--- src/rtl/pu_riscv_membuf_arbiter.sv ---
// pu_riscv_membuf_arbiter
//   Shares one pipelined memory-side port between NREQ membuf request streams.
//   The request phase is arbitrated (round-robin by default), the grant is held until the
//   memory accepts, and each accepted requester index is queued in an in-order ID FIFO.
//   Each memory response is routed back to the requester at the FIFO head.
//
// Configuration macro:
//   PU_RISCV_MEMBUF_ARB_FIXED_PRIO_EN - when defined, fixed priority (lowest index wins) and
//                                       the round-robin pointer is held at 0.
//
// Ports:
//   clk_i        clock
//   rst_ni       synchronous active-low reset (outputs held low while asserted)
//   clr_i        abandon: drop request phase, flush outstanding responses
//   req_i        per-requester request
//   d_i          per-requester payload, requester k at [k*DBITS +: DBITS]
//   ack_o        per-requester accept
//   rsp_valid_o  one-hot response strobe to originator
//   rsp_err_o    response error, qualified by rsp_valid_o
//   mem_req_o    memory request
//   mem_d_o      payload of granted requester (0 when no request)
//   mem_ack_i    memory accepts request this cycle
//   mem_rsp_i    memory response (in order)
//   mem_err_i    memory response error
//   busy_o       responses outstanding or not idle
module pu_riscv_membuf_arbiter #(
  parameter int unsigned NREQ        = 2,
  parameter int unsigned DBITS       = 64,
  parameter int unsigned MAX_PENDING = 4
) (
  input  logic                    clk_i,
  input  logic                    rst_ni,
  input  logic                    clr_i,
  input  logic [NREQ-1:0]         req_i,
  input  logic [NREQ*DBITS-1:0]   d_i,
  output logic [NREQ-1:0]         ack_o,
  output logic [NREQ-1:0]         rsp_valid_o,
  output logic                    rsp_err_o,
  output logic                    mem_req_o,
  output logic [DBITS-1:0]        mem_d_o,
  input  logic                    mem_ack_i,
  input  logic                    mem_rsp_i,
  input  logic                    mem_err_i,
  output logic                    busy_o
);

  localparam int unsigned IW = (NREQ > 1) ? $clog2(NREQ) : 1;
  localparam int unsigned PW = (MAX_PENDING > 1) ? $clog2(MAX_PENDING) : 1;
  localparam int unsigned CW = $clog2(MAX_PENDING) + 1;

  typedef enum logic [1:0] {StIdle, StLock, StFlush} state_e;

  state_e          state_q, state_d;
  logic [IW-1:0]   lock_idx_q, lock_idx_d;
  logic [IW-1:0]   rr_ptr_q, rr_ptr_d;
  logic [CW-1:0]   count_q, count_d;
  logic [PW-1:0]   wr_ptr_q, wr_ptr_d;
  logic [PW-1:0]   rd_ptr_q, rd_ptr_d;
  logic [IW-1:0]   fifo_q [MAX_PENDING];

  logic [DBITS-1:0] d_arr [NREQ];
  logic [IW-1:0]    pick_idx;
  logic             pick_vld;
  logic [IW-1:0]    gnt_idx;
  logic             mem_req;
  logic             accept;
  logic             pop;
  logic             full;
  logic             rsp_show;
  logic [IW-1:0]    head_idx;

  for (genvar k = 0; k < NREQ; k++) begin : g_unpack
    assign d_arr[k] = d_i[k*DBITS +: DBITS];
  end

  function automatic logic [NREQ-1:0] to_oh(input logic [IW-1:0] idx);
    logic [NREQ-1:0] oh;
    oh = '0;
    oh[idx] = 1'b1;
    return oh;
  endfunction

  function automatic logic [PW-1:0] ptr_inc(input logic [PW-1:0] p);
    return (p == PW'(MAX_PENDING - 1)) ? '0 : p + 1'b1;
  endfunction

  assign full     = (count_q == CW'(MAX_PENDING));
  assign head_idx = fifo_q[rd_ptr_q];

  // Scan requesters starting at the pointer; first asserted request wins.
  always_comb begin
    int unsigned cand;
    cand     = 0;
    pick_vld = 1'b0;
    pick_idx = '0;
    for (int unsigned i = 0; i < NREQ; i++) begin
`ifdef PU_RISCV_MEMBUF_ARB_FIXED_PRIO_EN
      cand = i;
`else
      cand = (int'(rr_ptr_q) + i) % NREQ;
`endif
      if (!pick_vld && req_i[cand]) begin
        pick_vld = 1'b1;
        pick_idx = IW'(cand);
      end
    end
  end

  always_comb begin
    state_d    = state_q;
    lock_idx_d = lock_idx_q;
    gnt_idx    = pick_idx;
    mem_req    = 1'b0;

    case (state_q)
      StIdle: begin
        gnt_idx = pick_idx;
        mem_req = pick_vld && !full;
      end
      StLock: begin
        gnt_idx = lock_idx_q;
        mem_req = 1'b1;
      end
      default: begin
        mem_req = 1'b0;
      end
    endcase

    if (clr_i) begin
      mem_req = 1'b0;
    end

    accept  = mem_req && mem_ack_i;
    // A response with nothing outstanding is ignored entirely.
    pop     = mem_rsp_i && (count_q != '0);
    count_d = count_q + CW'(accept) - CW'(pop);

    if (clr_i) begin
      state_d = (count_d != '0) ? StFlush : StIdle;
    end else begin
      case (state_q)
        StIdle: begin
          if (mem_req && !mem_ack_i) begin
            state_d    = StLock;
            lock_idx_d = gnt_idx;
          end
        end
        StLock: begin
          if (mem_ack_i) begin
            state_d = StIdle;
          end
        end
        StFlush: begin
          if (count_d == '0) begin
            state_d = StIdle;
          end
        end
        default: begin
          state_d = StIdle;
        end
      endcase
    end

    wr_ptr_d = accept ? ptr_inc(wr_ptr_q) : wr_ptr_q;
    rd_ptr_d = pop ? ptr_inc(rd_ptr_q) : rd_ptr_q;

`ifdef PU_RISCV_MEMBUF_ARB_FIXED_PRIO_EN
    rr_ptr_d = '0;
`else
    rr_ptr_d = rr_ptr_q;
    if (accept) begin
      rr_ptr_d = (gnt_idx == IW'(NREQ - 1)) ? '0 : gnt_idx + 1'b1;
    end
`endif

    // Responses drained by a flush (or arriving with clr_i) are not forwarded.
    rsp_show = pop && (state_q != StFlush) && !clr_i;
  end

  always_comb begin
    ack_o       = '0;
    rsp_valid_o = '0;
    rsp_err_o   = 1'b0;
    mem_req_o   = 1'b0;
    mem_d_o     = '0;
    busy_o      = 1'b0;
    if (rst_ni) begin
      mem_req_o = mem_req;
      if (mem_req) begin
        mem_d_o = d_arr[gnt_idx];
      end
      if (accept) begin
        ack_o = to_oh(gnt_idx);
      end
      if (rsp_show) begin
        rsp_valid_o = to_oh(head_idx);
        rsp_err_o   = mem_err_i;
      end
      busy_o = (count_q != '0) || (state_q != StIdle);
    end
  end

  always_ff @(posedge clk_i) begin
    if (!rst_ni) begin
      state_q    <= StIdle;
      lock_idx_q <= '0;
      rr_ptr_q   <= '0;
      count_q    <= '0;
      wr_ptr_q   <= '0;
      rd_ptr_q   <= '0;
    end else begin
      state_q    <= state_d;
      lock_idx_q <= lock_idx_d;
      rr_ptr_q   <= rr_ptr_d;
      count_q    <= count_d;
      wr_ptr_q   <= wr_ptr_d;
      rd_ptr_q   <= rd_ptr_d;
    end
  end

  // ID storage needs no reset: entries are only read when count_q says they are valid.
  always_ff @(posedge clk_i) begin
    if (rst_ni && accept) begin
      fifo_q[wr_ptr_q] <= gnt_idx;
    end
  end

endmodule

--- config.mk ---
export PLATFORM = sky130hd
export DESIGN_NAME = pu_riscv_membuf_arbiter
export DESIGN_NICKNAME = d
export VERILOG_FILES = /design/src/rtl/pu_riscv_membuf_arbiter.sv
export SDC_FILE = /design/constraint.sdc
export NUM_CORES = 1
export LEC_CHECK = 0
export BUFFER_PORTS_ARGS = -buffer_cell sky130_fd_sc_hd__buf_2
export CAP_MARGIN = 20
export CORE_ASPECT_RATIO = 1.4
export CORE_MARGIN = 5
export CORE_UTILIZATION = 32
export CTS_BUF_LIST = sky130_fd_sc_hd__clkbuf_4
export CTS_CLUSTER_SIZE = 16
export DETAILED_ROUTE_END_ITERATION = 8
export GPL_TIMING_DRIVEN = 0
export PLACE_DENSITY = 0.81
export SYNTH_ARGS = -nofsm -noshare
export SYNTH_HDL_FRONTEND = slang
export SYNTH_SLANG_ARGS = --single-unit
--- constraint.sdc ---
create_clock -name clk_i -period 2.36 [get_ports clk_i]
set_input_delay 0.472 -clock clk_i [delete_from_list [all_inputs] [get_ports clk_i]]
set_output_delay 0.472 -clock clk_i [all_outputs]
set_load 0.02 [all_outputs]
Yosys cells after proc, flatten, opt, wreduce, memory -nomap -nowiden
Memory sizes are Yosys's and may differ from the RTL's. A register that Yosys moved wholly into a read port is not among the register bits.
Index checks and enable logic that the tools add are counted.

word-level totals
  output and inout bits = 71
  word-level logic and storage cells = 94
  bits of input ports = 136
  memories = 1
  memory bits (writable) = 4
  register bits = 11

operators by class
  $add $sub $neg = 6
  order comparisons = 7
  multiplexer cells = 41
  reduce and logical (&&, ||, !) cells = 22
  bitwise gates (word level) = 2
  eq/ne operators = 9

memories
  memory  words  bits a word  read ports  clocked after memory_dff  wr ports  RTL line  source
  fifo_q  4      1            1           1                         1         59        logic [IW-1:0] fifo_q [MAX_PENDING];

operators with widths
  kind                                                                          count
  64-bit two-way mux                                                            5
  2-bit two-way mux                                                             13
  1-bit two-way mux                                                             19
  1-bit logical AND                                                             10
  3-bit != test, second input constant                                          3
  1-bit by 2-bit less-than comparator with 1-bit output, second input constant  4
  2-bit == test, second input constant                                          3
  2-bit one-hot mux with 3 select lines                                         1
  3-bit AND reduction                                                           2
  3-bit nonzero test                                                            2
  2-bit by 1-bit adder with 2-bit output, second input constant                 2
  1-bit logical NOT                                                             4
  3-bit by 1-bit adder with 3-bit output                                        1
  3-bit == test, second input constant                                          1
  3-bit logical NOT                                                             1
  3-bit by 1-bit subtractor with 3-bit output                                   1
  1-bit adder, second input constant                                            2
  1-bit demux with 1-bit select                                                 2
  2-bit by 1-bit == test with 1-bit output, second input constant               1
  1-bit greater-or-equal comparator, second input constant                      2
  2-bit greater-or-equal comparator, second input constant                      1
  2-bit logical NOT                                                             1
  2-bit != test, second input constant                                          1
  1-bit inverter with 2-bit output                                              1
  other kinds (4)                                                               4

Depth between registers and ports, before layout
  depth in word-level cells = 16
  gate-level depth with buffers = 11
  depth with buffers taken out = 11

Least setup slack after synthesis
No wires, ideal clock.

  path kind = input -> register
  from = input port clr_i
  to = register state_q[1]
  arrival = 2.327 ns
  library setup time = 0.091 ns
  setup slack = -0.058 ns
  stages = 11
  path buffers = 0
  data required time = 2.269 ns
  path through = nor2_1 and4bb_2 inv_1 ha_1 inv_1 ha_1 inv_1 fa_1 xor2_1 xnor2_1 a311oi_1

on the way
  cells in the longest elaborated chain, start to end = 7
  elaborated cells on any way between the ends = 13
  classes of those cells = add/sub: 2; eq/ne: 3; mux: 3; reduce/logical: 5

ends and longest elaborated chain
  what                                                                RTL line  source
  start, declared                                                     33        input logic clr_i,
  1-bit two-way mux                                                   129       if (clr_i) begin
  1-bit logical AND                                                   133       accept = mem_req && mem_ack_i;
  3-bit by 1-bit adder with 3-bit output                              136       count_d = count_q + CW'(accept) - CW'(pop);
  3-bit by 1-bit subtractor with 3-bit output                         136
  3-bit logical NOT or 3-bit nonzero test (tied branches)             154, 139
  3-bit != test (no line) or 2-bit two-way mux (tied branches)        n/a
  3-bit AND reduction (no line) or 2-bit two-way mux (tied branches)  n/a
  end signal, assigned                                                205       state_q <= StIdle;
  end signal, assigned                                                212       state_q <= state_d;
  end, declared                                                       53        state_e state_q, state_d;

Several ways; a longest one is shown, not always the timed one.
A chain may end at the register's enable or synchronous reset.

Worst setup path after layout
  from = register count_q[1]
  to = register state_q[1]

on the way
  cells in the longest elaborated chain, start to end = 11
  elaborated cells on any way between the ends = 18
  classes of those cells = add/sub: 2; eq/ne: 3; mux: 4; reduce/logical: 9

ends and longest elaborated chain
  what                                                                RTL line  source
  start, declared                                                     56        logic [CW-1:0] count_q, count_d;
  start signal, assigned                                              215       count_q <= count_d;
  3-bit == test                                                       87        assign full = (count_q == CW'(MAX_PENDING));
  1-bit logical NOT                                                   118       mem_req = pick_vld && !full;
  1-bit logical AND                                                   118
  1-bit one-hot mux with 2 select lines                               115       case (state_q)
  1-bit two-way mux                                                   129
  1-bit logical AND                                                   133
  3-bit by 1-bit adder with 3-bit output                              136
  3-bit by 1-bit subtractor with 3-bit output                         136
  3-bit logical NOT or 3-bit nonzero test (tied branches)             154, 139
  3-bit != test (no line) or 2-bit two-way mux (tied branches)        n/a
  3-bit AND reduction (no line) or 2-bit two-way mux (tied branches)  n/a

Several ways; a longest one is shown, not always the timed one.

==> results.json <==
{
  "fin_crit_sh_pct": 104,
  "gr-total-overflow": 0,
  "endpoint_kind": "flip-flop",
  "cts_tree": "done",
  "gp_congestion": 0.878,
  "synth_nets": 372,
  "cellPowerDensity_nw_per_um2": 566,
  "maxSlewViolCount": 0,
  "period_needed_ps": 2460,
  "htree_levels": 1,
  "die_area_um2": 7460,
  "cpPeakStageDelay_ps": 380,
  "violations": "setup timing",
  "cts_root_buf": "clkbuf_4",
  "p_int_mw": 1.01,
  "wl_mm": 9.01,
  "dr.pass1.iters": 4,
  "num_rows": 32,
  "power.share.clock_pct": 9.3,
  "insertedDiodeCount": 0,
  "initial_core_util_pct": 33.4,
  "first_global_vias": 2508,
  "holdWs_ps": 428,
  "worstPathCellList": "nor4b_4 > and4bb_2 > inv_2 > ha_4 > inv_2 > ha_4 > inv_2 > fa_2 > xor2_2 > xnor2_2 > a311oi_2",
  "antenna_found_initial": 1,
  "synth_cell_types": 33,
  "cp.arrival_ps": 2680,
  "drcViolationCount": 0,
  "fmax_mhz": 407,
  "hp-class": "primary input to flip-flop",
  "rsz0062_at_grt": "yes",
  "power_mw": 1.84,
  "worstSetupPathType": "flip-flop to flip-flop",
  "drive_above_1_share_pct": 59.1,
  "num_vias": 2493,
  "worst_pin_slew_ps": 383,
  "syn_inst": 228,
  "num_io_pins": 207,
  "cap_violations": 0,
  "place_inst": 502,
  "switching_share_pct": 45.0,
  "die_h_um": 100,
  "p_seq_share_pct": 23.5,
  "status": "finished, violations left",
  "cts_buffer_depth": 2,
  "vias_per_cell": 4.81,
  "combPwrFrac_pct": 67.2,
  "drtIter0Drc": 73,
  "grt_use_total_pct": 20.8,
  "cp_top_family": "adder cells",
  "fin_skew_ps": 10.7,
  "crit_buf_inv": 3,
  "fp.dieW_um": 74.4,
  "start_kind": "flip-flop",
  "yosys_warnings": 0,
  "hold_violations": 0,
  "core_area_um2": 5570,
  "crit_path_max_fanout": 4,
  "clkTransAtPathRegs_ps": 100,
  "syn_avg_cell_area_um2": 8.15,
  "slowest_stage": "dfxtp_4",
  "ir_drop_mv": 0.609,
  "drt-wirelength-per-cell_um": 17.4,
  "syn-cell-area_um2": 1860,
  "final_cells": 518,
  "leakage_nw": 2.06,
  "clock-sinks": 17,
  "ant_nets": 0,
  "dp_hpwl_mm": 7.16,
  "grt_max_degree": 11,
  "area_delta_synth_final_pct": 75.4,
  "setup_tns_ps": -436,
  "switchingPower_uw": 830,
  "cp_common_cell": "inv_2",
  "setup_viol": 13,
  "numPortBuffers": 206,
  "seq_area_frac_synth_pct": 20.5,
  "nets": 595,
  "ys_seq_elements": 17,
  "grt_pass1_wl_mm": 12.0,
  "worstPathRequired_ps": 2580,
  "setup_ws_ps": -99.6,
  "cts_inserted_buffers": 3,
  "clk_latency_ps": 300,
  "slew_headroom_pct": 74.4
}
[timing repair]
action,4_1_cts,5_1_grt
hold buffers,0,0
pin swaps,5,6
setup buffers,5,7
resized for setup,17,23
hold endpoints to repair,0,0
endpoints found under the setup margin,56,69
[synth_stat cells]
cell,instances,area share (%)
o31ai_1,2,0.81
fa_1,1,1.1
a311oi_1,1,0.47
a21oi_1,4,1.1
clkbuf_1,1,0.20
and3_1,7,2.4
ha_1,7,4.7
a31o_1,1,0.47
inv_2,1,0.20
a31oi_2,1,0.67
nor3_1,3,0.81
nand2b_1,2,0.67
buf_4,2,0.81
inv_1,9,1.8
xor2_1,1,0.47
dfxtp_1,13,14
mux4_2,1,1.2
nand3_1,3,0.81
and2_1,2,0.67
nor4b_2,1,0.81
nor2_1,75,15
and4bb_2,1,0.67
edfxtp_1,4,6.5
buf_6,1,0.61
and3b_1,1,0.47
mux2i_1,66,36
buf_8,4,3.2
buf_2,6,1.6
nor2b_1,1,0.34
nand3_2,1,0.54
nand2_1,3,0.61
clkinv_1,1,0.20
xnor2_1,1,0.47
[path summary, 6_finish.rpt]
| path | cells after the start | slack [ps] | end | startpoint |
|---|---|---|---|---|
| setup / recovery | 11 | -100 | state_q[1] | count_q[1] |
| hold reg to reg | 2 | 480 | lock_idx_q | lock_idx_q |
| setup reg to reg | 11 | -100 | state_q[1] | count_q[1] |
| hold / removal | 2 | 430 | state_q[0] | mem_ack_i |
[metrics by stage]
| step | util, % | instance area (um^2) | setup WS, ps |
|---|---|---|---|
| after floorplan | - | 1870 | 9.16 |
| after CTS | 55.9 | 3110 | -46.6 |
| after global routing | 58.6 | 3260 | -171 |
| final | 58.6 | 3260 | -99.6 |
| after global placement | 53.6 | 2980 | -237 |
| after detailed placement | 53.6 | 2980 | -324 |
[power by group through the flow]
| stage | sequential, mW | combinational [mW] | clock [mW] |
|---|---|---|---|
| 3_3_place_gp | 0.413 | 0.960 | 0 |
| 5_1_grt | 0.440 | 1.34 | 0.186 |
| 4_1_cts | 0.429 | 1.05 | 0.171 |
| 6_report | 0.433 | 1.24 | 0.172 |
| 2_1_floorplan | 0.403 | 0.654 | 0 |
| 3_5_place_dp | 0.414 | 0.989 | 0 |
[layout make-up]
cell class                 instances  area [um^2]
fill                             517         2300
timing repair buffer             218         1120
clock buffer                       4         30.0
inverter                          11         41.3
tap                               68         85.1
multi-input combinational        186         1440
buffer                            14          151
sequential                        17          397
[cells by family (layout without fill, tap and decap cells)]
kind of cell	count (synthesis)	in the layout	share of synthesized area, %
multiplexers	67	67	36.7
AO/OA/AOI/OAI	9	9	3.50
flip-flops	17	17	20.5
AND/OR/NAND/NOR	100	100	23.9
buffers and inverters	25	247	8.68
adder cells (fa/ha/maj)	8	8	5.79
XOR/XNOR	2	2	0.942
[routing by layer]
| layer | vias up | routed length [um] | track usage (%) |
|---|---|---|---|
| li1 | 1217 | - | - |
| met1 | 1127 | 3030 | 20.2 |
| met2 | 130 | 4340 | 36.7 |
| met3 | 17 | 1530 | 13.7 |
| met4 | 2 | 85 | 3.42 |
| met5 | - | 13 | 0 |
[cell usage in the layout, fill, tap and decap left out, drive strengths merged]
cell,instances
buf,227
nor2,75
mux2i,66
dfxtp,13
inv,10
clkbuf,9
and3,7
ha,7
a21oi,4
edfxtp,4
nand3,4
nand2,3
nor3,3
nand2b,2
and2,2
o31ai,2
nor4b,1
and4bb,1
and3b,1
a31oi,1
mux4,1
nor2b,1
clkinv,1
xor2,1
xnor2,1
a311oi,1
a31o,1
fa,1
No activity file was read; power rests on OpenSTA's default activity.
